==> src/rtl/spi_byte_master.sv <==
// SPI byte master, mode 3 (CPOL=1, CPHA=1), MSB first, one byte per request.
// Define SPI_LOOPBACK_EN to feed the receive sampler from the internal mosi bit instead of miso.
module spi_byte_master #(
  parameter int unsigned CLK_DIV = 2
) (
  input  logic       clk,
  input  logic       rst_n,
  input  logic       spi_start,
  input  logic       spi_tx_valid,
  input  logic [7:0] spi_tx_data,
  output logic       spi_tx_ready,
  output logic       spi_rx_valid,
  output logic [7:0] spi_rx_data,
  output logic       spi_busy,
  output logic       sclk,
  output logic       mosi,
  input  logic       miso
);

  typedef enum logic [1:0] {IDLE, SHIFT, DONE} state_t;

  localparam int unsigned     DIV_W    = (CLK_DIV > 1) ? $clog2(CLK_DIV) : 1;
  localparam logic [DIV_W-1:0] DIV_LAST = DIV_W'(CLK_DIV - 1);

  state_t           state, state_next;
  logic [DIV_W-1:0] div_q;
  logic [4:0]       edge_cnt;
  logic [7:0]       tx_sr;
  logic [7:0]       rx_sr;
  logic             sclk_q;
  logic             sample;
  logic             accept;
  logic             tick;

  assign accept = (state == IDLE) && spi_start && spi_tx_valid;
  assign tick   = (state == SHIFT) && (div_q == DIV_LAST);

`ifdef SPI_LOOPBACK_EN
  logic unused_miso;
  assign unused_miso = miso;
  assign sample      = tx_sr[7];
`else
  assign sample = miso;
`endif

  // NOTE: every clocked process uses non-blocking assignments so all registers update from pre-edge values.
  always_ff @(posedge clk or negedge rst_n) begin
    if (!rst_n) state <= IDLE;
    else        state <= state_next;
  end

  // NOTE: state_next gets a default before the case so no path leaves it unassigned (no latch).
  always_comb begin
    state_next = state;
    case (state)
      IDLE:    if (accept) state_next = SHIFT;
      SHIFT:   if (tick && edge_cnt == 5'd15) state_next = DONE;
      DONE:    state_next = IDLE;
      default: state_next = IDLE;
    endcase
  end

  always_comb begin
    spi_busy     = (state != IDLE);
    spi_tx_ready = (state == IDLE);
    sclk         = (state == SHIFT) ? sclk_q   : 1'b1;
    mosi         = (state == SHIFT) ? tx_sr[7] : 1'b0;
  end

  // Edge index k = edge_cnt + 1: odd k falls, even k rises; mosi holds bit 7 through edges 1-2.
  always_ff @(posedge clk or negedge rst_n) begin
    if (!rst_n) begin
      div_q    <= '0;
      edge_cnt <= '0;
      tx_sr    <= '0;
      rx_sr    <= '0;
      sclk_q   <= 1'b1;
    end else if (accept) begin
      div_q    <= '0;
      edge_cnt <= '0;
      tx_sr    <= spi_tx_data;
      rx_sr    <= '0;
      sclk_q   <= 1'b1;
    end else if (state == SHIFT) begin
      if (tick) begin
        div_q    <= '0;
        edge_cnt <= edge_cnt + 5'd1;
        if (!edge_cnt[0]) begin
          sclk_q <= 1'b0;
          if (edge_cnt != 5'd0) tx_sr <= {tx_sr[6:0], 1'b0};
        end else begin
          sclk_q <= 1'b1;
          rx_sr  <= {rx_sr[6:0], sample};
        end
      end else begin
        div_q <= div_q + 1'b1;
      end
    end
  end

  // Received byte is published only from DONE, so an aborted transfer never leaks partial data.
  always_ff @(posedge clk or negedge rst_n) begin
    if (!rst_n) begin
      spi_rx_valid <= 1'b0;
      spi_rx_data  <= 8'h00;
    end else begin
      spi_rx_valid <= (state == DONE);
      if (state == DONE) spi_rx_data <= rx_sr;
    end
  end

endmodule

==> config.mk <==
export PLATFORM = sky130hd
export DESIGN_NAME = spi_byte_master
export DESIGN_NICKNAME = d
export VERILOG_FILES = /design/src/rtl/spi_byte_master.sv
export SDC_FILE = /design/constraint.sdc
export NUM_CORES = 1
export LEC_CHECK = 0
export BUFFER_PORTS_ARGS = -buffer_cell sky130_fd_sc_hd__buf_2
export CORE_MARGIN = 2
export CORE_UTILIZATION = 25
export DETAILED_ROUTE_END_ITERATION = 6
export HOLD_SLACK_MARGIN = 0.03
export SYNTH_ARGS = -nofsm -noshare
export SYNTH_HDL_FRONTEND = slang
export SYNTH_SLANG_ARGS = --single-unit
==> constraint.sdc <==
create_clock -name clk -period 2.7 [get_ports clk]
set_input_delay 0.135 -clock clk [delete_from_list [all_inputs] [get_ports clk]]
set_output_delay 0.135 -clock clk [all_outputs]
set_load 0.05 [all_outputs]
==> results of run 1 <==
## final cells by class
type	count	area, um2	area share, %
well taps	75	93.8	4.93
flip-flops and latches	34	852	44.8
clock buffers	6	82.6	4.34
multi-input cells	102	652	34.3
inverters	5	18.8	0.987
repair buffers	27	143	7.50
clock inverters	2	60.1	3.16
## registers in the layout, summed over array words and instances (netlist names)
name,count
sclk_q,1
div_q,1
spi_rx_data,8
tx_sr,8
state,2
spi_rx_valid,1
rx_sr,8
edge_cnt,5
## worst max path at each step
stage,start,to
after CTS,state[0]$_DFFE_PN0P_,mosi
after detailed placement,edge_cnt[0]$_DFFE_PN0P_,tx_sr[6]$_DFFE_PN0P_
after global routing,state[0]$_DFFE_PN0P_,mosi
after floorplan,edge_cnt[0]$_DFFE_PN0P_,tx_sr[1]$_DFFE_PN0P_
after global placement,edge_cnt[0]$_DFFE_PN0P_,tx_sr[6]$_DFFE_PN0P_
final,state[0]$_DFFE_PN0P_,mosi
## cells by family (layout without fill, tap and decap cells)
group	count (synthesis)	count (layout)	share of synthesized area (%)
buf+inv	16	40	4.53
mux	8	8	5.72
fa+ha+maj	3	3	2.38
xor+xnor	3	3	1.67
compound gates	22	22	10.6
simple gates	66	66	21.0
flops	34	34	54.1
## metrics by stage
stage / hold WS [ps] / setup slack, ps / power (mW) / instance area (um2)
floorplan: -161 / 1020 / 1.38 / 1580
global placement: 249 / 1000 / 1.51 / 1750
detailed placement: 248 / 935 / 1.53 / 1750
CTS: 59.0 / 756 / 2.12 / 1900
global route: 64.7 / 680 / 2.24 / 1900
finish: 59.3 / 771 / 2.10 / 1900
## cells in the mapped netlist, drive strengths merged
library cell  instances  area share (%)
dfrtp                33              52
nand4b                2             1.1
xor2                  1            0.56
nor4bb                1            0.64
and3                  2            0.79
and4bb                1            0.79
inv                   5             1.2
nand3b                1            0.48
nor2b                 1            0.40
or4b                  1            0.64
nand2b                2            0.79
nand3                 8             2.5
ha                    3             2.4
or3                   1            0.40
or2                   1            0.40
a21oi                12             3.8
clkbuf                7             1.7
and4b                 1            0.64
nand2                38             9.1
dfstp                 1             1.7
nor2                  3            0.71
o211ai                7             5.6
a311oi                1            0.56
nand4bb               1            0.71
o21ai                 2            0.63
buf                   4             1.7
mux2                  8             5.7
and2                  2            0.95
xnor2                 2             1.1
## layout by cell type (no fill, tap or decap), types with 3 or more instances in the layout
master    synthesis  routed
a21oi_1          12      12
buf_2             3      25
clkbuf_8          0       6
dfrtp_1          33      33
ha_1              3       3
inv_1             5       5
mux2_2            8       8
nand2_1          38      38
nand3_1           8       8
nor2_1            3       3
o211ai_2          7       7
## routing by layer
layer  vias up  wire (um)  GRT usage [%]
li1        563          -              -
met3         5        186           3.58
met2        33       1360           14.1
met1       552       1510           12.8
met5         -          0              0
met4         0         32           3.58
## power groups by stage
stage               clock (mW)  combinational, mW  sequential (mW)
floorplan                    0              0.605            0.774
global placement             0              0.700            0.811
detailed placement           0              0.716            0.815
CTS                      0.595              0.719            0.807
global route             0.614              0.795            0.832
finish                   0.580              0.710            0.808
## what timing repair did
action                    in CTS  in global routing
resized for setup              0                  0
hold endpoints to repair      33                  0
hold buffers                   1                  0
## critical path: stages (launching register included)
cell     delay, ps
dfrtp_1        510
nor2b_1        540
and2_1         200
buf_2          260
==> flow_summary.toml, run 1 <==
[status]
status = "finished clean"

[logic_synthesis]
yosys_warnings = 0
netlist_instances = 152
synth_fp_nets = 168
synth.avg_cell_area_um2 = 10.4
ys_seq_elements = 34
synth_area_um2 = 1580
yosysSeqAreaShare_pct = 54.1
synth_cell_type_count = 32

[timing]
slew_viol_final = 0
fmax_mhz = 518
period_share_pct = 71.4
rsz0062_at_grt = "no"
fin_skew_ps = 4.01
slew_headroom_pct = 50.8
finalCriticalPeriod_ps = 1930
worst_pin_slew_ps = 738
hold_viol = 0
finalSetupViolCount = 0
finalSetupTns_ps = 0

[cts]
path_clk_slew_ps = 70
htree_levels = 2
cts_tree = "built"
clk_latency_ps = 280
cts_root_buffer = "clkbuf_8"
cts.sinks = 34
cts-buffers-inserted = 5
post_cts_buffers = 0
max-clock-path-buffers = 2

[global_routing]
grt_pass1_wl_mm = 5.33
grt_pass1_vias = 1121
grt_max_degree = 35
grt_overflow_total = 0
grt_usage_pct = 9.59
antenna_found_initial = 0

[pwr]
intPower_mw = 1.33
p_sw_mw = 0.770
pwr-share-comb_pct = 33.8
powerDensity_nw_per_um2 = 1100
ir_worst_vdd_uv = 368
seq_power_share_pct = 38.5
leakage_nw = 0.949
pwr-share-clk_pct = 27.7
p_sw_share_pct = 36.7

[critical_path]
r2r_setup_slack_ps = 900
critical_path_required_ps = 2570
r2r_cells = 5
cp_max_fo = 10
reg2reg_to = "tx_sr[4]$_DFFE_PN0P_"
reg2reg_from = "edge_cnt[0]$_DFFE_PN0P_"
critPathLaunchType = "flop"
crit_path_end_kind = "primary output"
crit_arrival_ps = 1790
path_class = "flop to primary output"

[die]
dieWidth_um = 83.4
die_area_um2 = 6950
rows = 28
core_um2 = 5990
start_util_pct = 26.3
die_height_um = 83.4
io_pins = 26

[place]
detailed_place_hpwl_mm = 2.14
dp_cells = 242
place.gp.congestion = 0.761
io_buffers = 25

[cells_and_area]
diodes = 0
drive_above_1_share_pct = 30.1
instances_no_fill = 251
layout.nets = 191
area_delta_synth_final_pct = 20.7
n_fill_cell = 620
utilization_pct = 31.7

[detailed_routing]
via_count = 1153
drtIter0Drc = 35
routedWlPerCell_um = 12.3
vias_per_cell = 4.59
drt-total-wl_mm = 3.09
drc_errors = 0
first_pass_iters = 4
ant_nets = 0

[min_path]
hp-class = "primary input to flop"
hold_path.startpoint = "spi_tx_data[7]"
hold_end = "tx_sr[7]$_DFFE_PN0P_"
hold_depth = 3

[run]
cap_violations = 0
Power figures use the tool's default switching activity.
==> run 2: changes to the inputs <==
==> constraint.sdc (replaced) <==
create_clock -name clk -period 1.8 [get_ports clk]
set_input_delay 0.09 -clock clk [delete_from_list [all_inputs] [get_ports clk]]
set_output_delay 0.09 -clock clk [all_outputs]
set_load 0.05 [all_outputs]
==> run 2 against run 1 <==
Against the previous run: first-iteration DRC count is 31% higher; wire length is 1.8% higher; via count is 2.4% higher; count of clock-buffer cells in the layout stayed put; critical path type unchanged; design area is 4.6% higher; clock skew hardly changed.
==> flow_summary.toml, run 2 (synthesis gave the netlist of run 1 again) <==
[status]
status = "finished clean"

[cells_and_area]
drive_above_1_share_pct = 30.3
diodes = 0
multi_input_area_um2 = 652
area_delta_synth_final_pct = 26.3
regArea_um2 = 852
reg_top3 = "rx_sr x8, spi_rx_data x8, tx_sr x8"
n_fill_cell = 615
final_cell_mix = "38 x nand2_1, 33 x dfrtp_1, 25 x buf_2"
mostFrequentLayoutCell = "nand2_1"
layout.nets = 204

[pwr]
p_sw_share_pct = 37.6
p_total_mw = 3.06
pwr-share-clk_pct = 23.4
pwr-share-comb_pct = 37.7
p_sw_mw = 1.15
seq_power_share_pct = 38.8
ir_worst_vdd_uv = 685
intPower_mw = 1.91
powerDensity_nw_per_um2 = 1540
leakage_nw = 0.991

[timing]
period_share_pct = 89.6
rsz0062_at_grt = "no"
hold_slack_ps = 39.6
finalSetupTns_ps = 0
fin_skew_ps = 3.76
slew_viol_final = 0
finalCriticalPeriod_ps = 1610
worst_pin_slew_ps = 755
hold_viol = 0
slew_headroom_pct = 49.7
fmax_mhz = 620
finalSetupViolCount = 0

[place]
io_buffers = 25
detailed_place_hpwl_mm = 2.20
place.gp.congestion = 0.784

[critical_path]
crit_arrival_ps = 1520
cp_slowest_cell = "dfrtp_1"
cp_max_fo = 10
path_class = "flop to primary output"
path_cells = "nor2b_1 > and2_1 > buf_2"
critPathLaunchType = "flop"
crit_family = "flip-flops"
crit_path_end_kind = "primary output"
critPathMaxStageDelay_ps = 490
critical_path_required_ps = 1710
critical_path_buf_inv_count = 1

[die]
start_util_pct = 26.3
dieWidth_um = 83.4
core_um2 = 5990
rows = 28
io_pins = 26
die_height_um = 83.4
die_area_um2 = 6950

[global_routing]
antenna_found_initial = 0
grt_max_degree = 35
grt_pass1_wl_mm = 5.60
grt_pass1_vias = 1194
grt_overflow_total = 0
grt_usage_pct = 9.94

[cts]
clk_latency_ps = 280
cts_root_buffer = "clkbuf_8"
cts-buffers-inserted = 5
path_clk_slew_ps = 70
cts.sinks = 34
htree_levels = 2
cts_tree = "built"
max-clock-path-buffers = 2
cts_resized = 0

[detailed_routing]
via_count = 1181
first_pass_iters = 4
drtIter0Drc = 46
drt-total-wl_mm = 3.14
drc_errors = 0
vias_per_cell = 4.49
ant_nets = 0
routedWlPerCell_um = 11.9

[min_path]
hp-class = "primary input to flop"

[run]
cap_violations = 0
## run 2: cell count changes in the layout (fill, tap and decap cells not counted)
cell | previous run | this run
buf_4 | 1 | 6
bufinv_16 | 2 | 1
dlygate4sd3_1 | 1 | 9
## run 2: area by class of cell
cell class              instances  share of cell area (%)
multi-input cells             102                    32.8
clock buffers                   6                    4.15
flip-flops and latches         34                    42.8
well taps                      75                    4.72
inverters                       5                   0.943
repair buffers                 40                    13.1
clock inverters                 1                    1.51
## run 2: path summary, 6_finish.rpt
check / from / end / slack [ps] / depth (start not counted)
max reg2reg: edge_cnt[0]$_DFFE_PN0P_ / tx_sr[2]$_DFFE_PN0P_ / 210 / 6
min in group asynchronous: rst_n / spi_rx_data[2]$_DFFE_PN0P_ / 410 / 2
max: state[0]$_DFFE_PN0P_ / mosi / 190 / 3
min: miso / rx_sr[0]$_DFFE_PN0P_ / 40 / 3
max in group asynchronous: rst_n / state[0]$_DFFE_PN0P_ / 920 / 2
min reg2reg: spi_rx_data[0]$_DFFE_PN0P_ / spi_rx_data[0]$_DFFE_PN0P_ / 510 / 1
## run 2: timing repair
item | 4_1_cts | 5_1_grt
hold buffers | 9 | 0
buffers inserted | 0 | 0
hold endpoints to repair | 41 | 0
## run 2: metal layers
layer,part of all wire (%),up-vias,GRT usage (%)
li1,-,584,-
met1,47,560,13.2
met2,46,32,15.0
met3,5.5,5,3.98
met4,1.2,0,2.68
met5,0,-,0
## run 2: power by group through the flow
| stage | clock (mW) | combinational [mW] | sequential, mW |
|---|---|---|---|
| floorplan | 0 | 0.908 | 1.16 |
| global placement | 0 | 1.13 | 1.20 |
| detailed placement | 0 | 1.15 | 1.20 |
| CTS | 0.740 | 1.17 | 1.19 |
| global route | 0.775 | 1.29 | 1.22 |
| finish | 0.717 | 1.15 | 1.19 |
## run 2: worst register-to-register path, cell delays in order, from the launching register on
cell	delay [ps]
dfrtp_1	420
inv_1	100
ha_1	140
or4b_1	460
buf_4	180
nand3_1	100
o211ai_2	80
## run 2: stage by stage
stage | utilization (%) | worst slack (ps) | instance area, um2 | std cells
3_3_place_gp | 29.8 | 248 | 1790 | 247
6_report | 33.2 | 187 | 1990 | 263
5_1_grt | 33.2 | 42.3 | 1990 | 263
4_1_cts | 33.2 | 184 | 1990 | 263
2_1_floorplan | - | 124 | 1580 | 152
3_5_place_dp | 29.8 | 206 | 1790 | 247
==> run 3: changes to the inputs <==
--- a/config.mk
+++ b/config.mk
@@ -5,6 +5,7 @@
 export SDC_FILE = /design/constraint.sdc
 export NUM_CORES = 1
 export LEC_CHECK = 0
+export ABC_AREA = 1
 export BUFFER_PORTS_ARGS = -buffer_cell sky130_fd_sc_hd__buf_2
 export CORE_MARGIN = 2
 export CORE_UTILIZATION = 25
==> run 3 against run 2 <==
Against the previous run: flip-flop and latch count stayed put; first-iteration DRC count grew to 2.8 times the previous value; die area is 1.8% lower; critical path depth up 1; power shrank 51%; area after synthesis shrank 1.9%; non-clock buffer count down 12; sequential share of layout area rose by 2.5 points; synthesized cell count up 16%; maximum frequency increased by 17%; sequential power shrank 35%; critical endpoint unchanged; largest cell class unchanged.
==> flow_summary.toml, run 3 <==
[status]
status = "finished clean"

[detailed_routing]
first_pass_iters = 4
vias_per_cell = 4.13
ant_nets = 0
drt-total-wl_mm = 2.64
via_count = 1174
drtIter0Drc = 131
drc_errors = 0
routedWlPerCell_um = 9.28

[timing]
finalSetupTns_ps = 0
slew_headroom_pct = 51.8
finalSetupViolCount = 0
period_share_pct = 76.6
fmax_mhz = 725
finalCriticalPeriod_ps = 1380
slew_viol_final = 0
setup_ws_ps = 421
rsz0062_at_grt = "no"
hold_viol = 0
fin_skew_ps = 3.09
worst_pin_slew_ps = 724

[cts]
clk_latency_ps = 280
path_clk_slew_ps = 60
cts_resized = 0
htree_levels = 2
cts-buffers-inserted = 5
post_cts_buffers = 0
cts_tree = "built"
max-clock-path-buffers = 2
cts_hold_buffers = 3
cts.sinks = 34
cts_root_buffer = "clkbuf_8"

[cells_and_area]
instances_no_fill = 284
reg_top3 = "rx_sr x8, spi_rx_data x8, tx_sr x8"
area_delta_synth_final_pct = 21.6
n_fill_cell = 626
final_cell_mix = "60 x nand2_1, 33 x dfrtp_1, 25 x buf_2"
layout.nets = 224
drive_above_1_share_pct = 22.5
diodes = 0
design_area_um2 = 1880
mostFrequentLayoutCell = "nand2_1"

[logic_synthesis]
synth_area_leaders = "dfrtp_1 53%, nand2_1 15%, inv_1 4.9%, o21ai_0 4.9%, nand3_1 3.9%"
synth_fp_nets = 192
synth_area_um2 = 1550
synth-edff-count = 0
synth_cell_type_count = 23
synth_ff_type = "dfrtp_1"
netlist_instances = 176
yosys-top-cells-count = "60 x nand2_1, 33 x dfrtp_1, 20 x inv_1, 15 x o21ai_0, 12 x nand3_1"
yosysTopAreaCellShare_pct = 53.4
synthArstFlopShare_pct = 100
synth.avg_cell_area_um2 = 8.78
yosysSeqAreaShare_pct = 55.1
ys_seq_elements = 34
synth_top_area_cell = "dfrtp_1"
yosys_warnings = 0
yosysMostFrequentCell = "nand2_1"

[place]
detailed_place_hpwl_mm = 1.85
place.gp.congestion = 0.813
dp_cells = 273
post-place-ws_ps = 429
dpl_cell_area_um2 = 1740
io_buffers = 25

[die]
start_util_pct = 25.9
core_um2 = 5960
die_area_um2 = 6830
die_height_um = 82.6
io_pins = 26
rows = 28
dieWidth_um = 82.6

[global_routing]
antenna_found_initial = 0
grt_overflow_total = 0
grt_max_degree = 35
grt_pass1_vias = 1041
grt_pass1_wl_mm = 4.54
grt_usage_pct = 8.85

[pwr]
ir_worst_vdd_uv = 347
powerDensity_nw_per_um2 = 793
leakage_nw = 1.00

[min_path]
hp-class = "primary input to flop"

[critical_path]
cp_slowest_cell = "dfrtp_1"
crit_family = "buffers and inverters"
path_cells = "inv_1 > nand2_1 > nor2_1 > buf_2"
critical_path_buf_inv_count = 2
critPathMaxStageDelay_ps = 390
r2r_setup_slack_ps = 430
crit_path_end_kind = "primary output"
cp_max_fo = 5
crit_arrival_ps = 1290
path_class = "flop to primary output"
critical_path_required_ps = 1710
critPathLaunchType = "flop"

[run]
cap_violations = 0
[run 3: final cells by class]
class	count	area (um2)	area share, %
Tap cell	75	93.8	4.99
Inverter	23	87.6	4.66
Multi-Input combinational cell	116	582	31.0
Clock buffer	5	68.8	3.66
Timing Repair Buffer	28	155	8.26
Sequential cell	34	852	45.3
Clock inverter	3	40.0	2.13
[run 3: stage by stage]
stage / utilization [%] / power (mW) / hold slack [ps]
after floorplan: - / 0.800 / -206
after global placement: 29.2 / 0.830 / 201
after detailed placement: 29.2 / 0.831 / 200
after CTS: 31.6 / 1.51 / 96.4
after global routing: 31.6 / 1.56 / 108
final: 31.6 / 1.49 / 99.7
[run 3: metal layers]
metal  track usage [%]  routed length, um
met5                 0                  0
met2              14.3               1250
met3              2.93                 95
met4              4.43                 59
met1              10.5               1230
[run 3: kinds of logic after synthesis]
family / Yosys count / share of synthesized area, %
AOI/OAI and AO/OA: 24 / 8.02
buffers and inverters: 26 / 7.21
adders and majority gates: 3 / 2.43
DFF: 34 / 55.1
and+or+nand+nor: 89 / 27.2
[run 3: power by group]
part | internal, mW | switching [mW]
Sequential | 0.773 | 0.00438
Clock | 0.407 | 0.264
Combinational | 0.0174 | 0.0246
[run 3: worst paths after layout]
check / startpoint / endpoint / cells past startpoint
worst min register to register: spi_rx_data[1]$_DFFE_PN0P_ / spi_rx_data[1]$_DFFE_PN0P_ / 2
worst min-delay path: spi_tx_data[5] / tx_sr[5]$_DFFE_PN0P_ / 5
min in group asynchronous: rst_n / spi_rx_data[0]$_DFFE_PN0P_ / 2
worst max-delay path: state[1]$_DFFE_PN0P_ / mosi / 4
max in group asynchronous: rst_n / tx_sr[5]$_DFFE_PN0P_ / 2
worst max register to register: edge_cnt[0]$_DFFE_PN0P_ / state[0]$_DFFE_PN0P_ / 7
[run 3: worst min-delay path: stages]
cell and delay (ps):
buf_2 70, nand2_1 40, nand2_1 50, nand2_1 50, nand2_1 50
